`src/rtl/fc_dot192.sv`:
```
// Single-neuron fully-connected classifier stage.
// Streams 192 int8 weights into a local RAM, then reduces 6-wide activation beats to one int32 result.
module fc_dot192 #(
    parameter int N_IN  = 192,
    parameter int LANES = 6,
    parameter int DW    = 8,
    parameter int ACC_W = 32
) (
    input  logic             clk,
    input  logic             rstn,
    input  logic             ivalid,
    input  logic [DW-1:0]    din_0,
    input  logic [DW-1:0]    din_1,
    input  logic [DW-1:0]    din_2,
    input  logic [DW-1:0]    din_3,
    input  logic [DW-1:0]    din_4,
    input  logic [DW-1:0]    din_5,
    input  logic [DW-1:0]    weight,
    input  logic             weight_en,
    output logic             ovalid,
    output logic [ACC_W-1:0] dout
);

    localparam int NB = N_IN / LANES;
    localparam int BW = $clog2(NB);
    localparam int AW = $clog2(N_IN);
    localparam int PW = 2 * DW;
    localparam int SW = PW + 3;

    logic signed [DW-1:0] ram_q [N_IN];
    logic signed [DW-1:0] din [LANES];

    logic [AW-1:0] wr_ptr_q, wr_ptr_d;
    logic          loaded_q, loaded_d;
    logic          wen_q, wen_d;
    logic          wr_en;
    logic [AW-1:0] wr_addr;

    logic          accept;
    logic [AW-1:0] base;
    logic [BW-1:0] beat_q, beat_d;

    logic signed [PW-1:0] prod_q [LANES];
    logic signed [PW-1:0] prod_d [LANES];
    logic                 v1_q, v1_d;
    logic                 last1_q, last1_d;

    logic signed [SW-1:0] sum_q, sum_d;
    logic                 v2_q, v2_d;
    logic                 last2_q, last2_d;

    logic signed [ACC_W-1:0] acc_q, acc_d;
    logic signed [ACC_W-1:0] dout_q, dout_d;
    logic signed [ACC_W-1:0] total;
    logic                    ovalid_q, ovalid_d;

    assign din[0] = din_0;
    assign din[1] = din_1;
    assign din[2] = din_2;
    assign din[3] = din_3;
    assign din[4] = din_4;
    assign din[5] = din_5;

    // A rising weight_en while loaded restarts the load at address 0.
    always_comb begin
        wr_en    = 1'b0;
        wr_addr  = wr_ptr_q;
        wr_ptr_d = wr_ptr_q;
        loaded_d = loaded_q;
        wen_d    = weight_en;
        if (!loaded_q && weight_en) begin
            wr_en = 1'b1;
        end else if (loaded_q && weight_en && !wen_q) begin
            wr_en   = 1'b1;
            wr_addr = '0;
        end
        if (wr_en) begin
            if (wr_addr == AW'(N_IN - 1)) begin
                loaded_d = 1'b1;
                wr_ptr_d = '0;
            end else begin
                loaded_d = 1'b0;
                wr_ptr_d = wr_addr + 1'b1;
            end
        end
    end

    always_ff @(posedge clk) begin
        if (wr_en) begin
            ram_q[wr_addr] <= weight;
        end
    end

    always_comb begin
        accept  = ivalid && loaded_q;
        base    = AW'(beat_q) * AW'(LANES);
        v1_d    = accept;
        last1_d = accept && (beat_q == BW'(NB - 1));
        beat_d  = beat_q;
        if (accept) begin
            beat_d = last1_d ? '0 : beat_q + 1'b1;
        end
        for (int k = 0; k < LANES; k++) begin
            prod_d[k] = PW'(din[k]) * PW'(ram_q[base + AW'(k)]);
        end
    end

    always_comb begin
        sum_d   = '0;
        v2_d    = v1_q;
        last2_d = last1_q;
        for (int k = 0; k < LANES; k++) begin
            sum_d = sum_d + SW'(prod_q[k]);
        end
    end

    // Final stage: accumulate, or emit and clear on the frame's last beat.
    always_comb begin
        total    = acc_q + ACC_W'(sum_q);
        acc_d    = acc_q;
        dout_d   = dout_q;
        ovalid_d = 1'b0;
        if (v2_q) begin
            if (last2_q) begin
                dout_d   = total;
                ovalid_d = 1'b1;
                acc_d    = '0;
            end else begin
                acc_d = total;
            end
        end
    end

    always_ff @(posedge clk or posedge rstn) begin
        if (rstn) begin
            wr_ptr_q <= '0;
            loaded_q <= 1'b0;
            wen_q    <= 1'b0;
            beat_q   <= '0;
            v1_q     <= 1'b0;
            last1_q  <= 1'b0;
            for (int k = 0; k < LANES; k++) begin
                prod_q[k] <= '0;
            end
            sum_q    <= '0;
            v2_q     <= 1'b0;
            last2_q  <= 1'b0;
            acc_q    <= '0;
            dout_q   <= '0;
            ovalid_q <= 1'b0;
        end else begin
            wr_ptr_q <= wr_ptr_d;
            loaded_q <= loaded_d;
            wen_q    <= wen_d;
            beat_q   <= beat_d;
            v1_q     <= v1_d;
            last1_q  <= last1_d;
            for (int k = 0; k < LANES; k++) begin
                prod_q[k] <= prod_d[k];
            end
            sum_q    <= sum_d;
            v2_q     <= v2_d;
            last2_q  <= last2_d;
            acc_q    <= acc_d;
            dout_q   <= dout_d;
            ovalid_q <= ovalid_d;
        end
    end

    assign ovalid = ovalid_q;
    assign dout   = dout_q;

endmodule

```
`config.mk`:
```
export PLATFORM = sky130hd
export DESIGN_NAME = fc_dot192
export DESIGN_NICKNAME = d
export VERILOG_FILES = /design/src/rtl/fc_dot192.sv
export SDC_FILE = /design/constraint.sdc
export NUM_CORES = 2
export LEC_CHECK = 0
export BUFFER_PORTS_ARGS = -buffer_cell sky130_fd_sc_hd__buf_2
export CORE_MARGIN = 5
export CORE_UTILIZATION = 30
export CTS_CLUSTER_DIAMETER = 100
export DETAILED_ROUTE_END_ITERATION = 8
export SKIP_CTS_REPAIR_TIMING = 1
export SLEW_MARGIN = 0
export SYNTH_ARGS = -nofsm -noshare
export SYNTH_HDL_FRONTEND = slang
export SYNTH_SLANG_ARGS = --single-unit
```
`constraint.sdc`:
```
create_clock -name clk -period 20 [get_ports clk]
set_input_delay 2 -clock clk [delete_from_list [all_inputs] [get_ports clk]]
set_output_delay 2 -clock clk [all_outputs]
set_load 0.005 [all_outputs]
```
==> results.md <==
- GR Util All Layers: approximately 18%
- Area of the multi-input gates: 0.05397 mm^2
- Hold Crit Class: register to register
- Max Cap Viol: 1
- R2r setup slk: 8.04 ns
- Initial antenna violation count: 52
- CTS tree: yes
- Hold_sp: last1_q
- DIE WIDTH: 613.6 um
- Relative slew slack: -1.352%
- Final GP Congestion: 0.9086
- Outcome: finished, violations left
- Register area share after synthesis: between 40% and 50%
- Worst path slowest cell: fa_4
- Core ar.: 0.3625 mm^2
- Root buf cell: clkbuf_16
- Vias in the first global route: 67000
- Delay-heaviest family, CP: adder cells
- CTS sink count: 1735
- Worst Path Max Fanout: between 90 and 100
- Worst Max-Slew Pin Slew: 1.511 ns
- CTS max path bufs: 4
- Reg2reg end: prod_q[30]
- DRC Markers: 0
- Num rows: 221
- Placed cell count: 11340
- Htree depth: 4
- DR iter-0 viols: between 8000 and 9000
- CP Class: register to register
- Setup TNS: 0 ns
- Failing checks: capacitance limit, slew limit
- Syn Area/Cell: 16.49 um^2
- GRT Residual Overflow: 0
- Startpoint Class: register
- Critical Path Max Stage Delay: between 1 and 1.5 ns
- Hold path cells: 0
- WHS Endpoint: last2_q
- Core Util, Final: 33.69%
- Layout cells sized above 1: 30.56%
- FF+latch count, synth: 1735
- Wire length per cell: 29.23 um
- Sequential Area: 0.05111 mm^2
- Post-synth top flop: edfxtp_1
- Nets: 7436
- Gate Count Post-Synth: 6626
- Layout Skew: 0.07586 ns
- Routed WL: 342200 um
- I/O Buffers: 92
- HPWL Detailed: 235800 um
- Worst setup EP type: register
- Vias/cell: 5.721
- Cells on worst reg2reg path: 28
- Vias: 66980
- I/O pins: 93
- Fin crit period: 11.96 ns
- Worst Hold Slack: 0.3534 ns
- Most frequent CP cell: fa_1
- Area Overhead vs Synth: 11.75%
- Synth warn: 0
- Post-Layout Cell Count: around 12000
- Buffers plus inverters on the worst setup path: 6
- Final Hold Fails: 0
- First-pass GRT wire length: between 400000 and 500000 um
- Worst Path Arrival: 12.74 ns
- Syn Nets: around 7300
- Die Span Y: 613.6 um
- Iteration count of the initial detailed-routing pass: 6
- Pin count of the biggest net entering global routing: roughly 150
- Die area: 0.3765 mm^2
- Initial Util: 30.15%
- Cell variety after synth: 76
- Finish-stage setup viols: 0
- TritonCTS Buffers: 197
- Final ANT Viol Nets: 0
- Period utilization: 59.80%
- Final Max Tran Viols: 2
- Asr flop ratio synth: between 10 and 15%
- Fill cell count: 34220
- Skew-Pair Late Insertion Delay: 0.91 ns
- Post-Syn Area: ~0.11 mm^2
- CP startpoint: beat_q[0]
- Highest Clock Rate: 83.62 MHz
- CP required: about 21 ns
- Clk pin slew, worst setup/hold paths: 0.06 ns
- RR Startpoint: beat_q[0]
- Number of synthesized flops with an enable pin: 1536
- RSZ-0062 raised after global routing: no
==> per-stage QoR <==
step	cell area, um^2	setup slack, ns
2_1_floorplan	109300	11.38
3_3_place_gp	115700	8.159
3_5_place_dp	115800	8.119
4_1_cts	122100	8.070
5_1_grt	122100	7.128
6_report	122100	8.041
==> cell families after synthesis <==
family / synth area share [%]
muxes: 30.37
and+or+nand+nor: 4.952
buffers and inverters: 4.017
xor gates and xnor gates: 1.156
adders and majority gates: 9.990
DFF: 46.76
AOI/OAI and AO/OA: 2.749
==> worst max-delay path by stage <==
| stage | end | slack (ns) | depth (start not counted) |
|---|---|---|---|
| after global routing | prod_q[30] | 7.13 | 26 |
| after CTS | prod_q[30] | 8.07 | 29 |
| after floorplan | prod_q[14] | 11.38 | 35 |
| after detailed placement | prod_q[30] | 8.12 | 29 |
| final | prod_q[30] | 8.04 | 28 |
| after global placement | prod_q[30] | 8.16 | 29 |
==> registers in the layout, summed over array words and instances, names as in the netlist <==
signal and count:
ram_q 1536, prod_q 96, acc_q 32, dout 32, sum_q 19, wr_ptr_q 8
beat_q 5, last1_q 1, last2_q 1, loaded_q 1, ovalid 1, v1_q 1
v2_q 1, wen_q 1
==> layer usage <==
metal  vias up  wire length [um]  track usage (%)
met5         -               275                0
met4        44             16660            7.465
met3       741             41880            5.725
met2      4386            158500            28.15
met1     35440            124900            22.83
li1      26370                 -                -
==> cell usage in the layout, fill, tap and decap left out, drive strengths merged, types with 9 or more instances in the layout <==
master	count
o2bb2ai	25
nor2	321
a21oi	81
nand3	57
ha	231
and2	173
and3	18
clkinvlp	14
or3	10
a21boi	22
nand2	312
a31oi	19
mux4	1410
xor2	27
xnor2	104
bufinv	16
dfrtp	199
o211ai	11
clkinv	81
a211oi	44
nor2b	147
o21a	11
mux2	13
clkbuf	233
buf	325
a221oi	17
nor3	22
o31ai	9
a21o	27
nand2b	39
diode	13
edfxtp	1536
inv	626
o21ai	109
fa	401
mux2i	129
==> area by class of cell <==
class | instances | share of cell area, %
multi-input combinational | 3871 | 44.19
sequential | 1735 | 41.85
tap | 4794 | 4.912
clock buffer | 233 | 4.187
timing repair buffer | 325 | 1.962
inverter | 614 | 1.894
clock inverter | 123 | 0.9743
antenna | 13 | 0.02664
==> cells in the mapped netlist, types with 7 or more instances <==
cell / count / area share, %
a211oi_1: 42 / 0.29
nand2_1: 312 / 1.1
nor2b_1: 147 / 0.84
a31oi_2: 8 / 0.092
a221oi_2: 10 / 0.14
and2_1: 172 / 0.98
and3_1: 18 / 0.10
nand3_1: 56 / 0.26
dfrtp_1: 199 / 4.6
xor2_1: 26 / 0.21
a21oi_1: 80 / 0.37
xnor2_1: 97 / 0.78
o31ai_1: 9 / 0.062
a31oi_1: 11 / 0.063
o21a_1: 11 / 0.076
nand2b_1: 39 / 0.22
a21o_1: 27 / 0.19
edfxtp_1: 1536 / 42
mux2i_1: 129 / 1.2
nor2_1: 321 / 1.1
buf_4: 45 / 0.31
ha_1: 231 / 2.6
o211ai_1: 11 / 0.076
or3_1: 10 / 0.057
or2_2: 7 / 0.040
o21ai_0: 96 / 0.44
nand4_1: 8 / 0.046
fa_1: 401 / 7.3
buf_1: 29 / 0.10
buf_2: 221 / 1.0
a21boi_0: 22 / 0.15
o41ai_1: 8 / 0.064
o21ai_1: 13 / 0.060
mux4_2: 1410 / 29
inv_1: 611 / 2.1
nor3_1: 22 / 0.10
o21bai_1: 8 / 0.055
clkbuf_1: 99 / 0.34
o2bb2ai_1: 25 / 0.20
buf_6: 9 / 0.093
mux2_2: 13 / 0.13
==> worst reg2reg max path: cells and delay by family, from the launching register on <==
kind	cells	cell delay (ns)
adders and majority gates	8	4.70
AOI/OAI and AO/OA	8	2.41
muxes	1	0.46
and+or+nand+nor	5	1.15
DFF	1	1.00
buffers and inverters	6	2.11
Power is left out: the tool's default activity adds up to more than one toggle a clock period on the data nets, which glitch-free logic cannot reach.
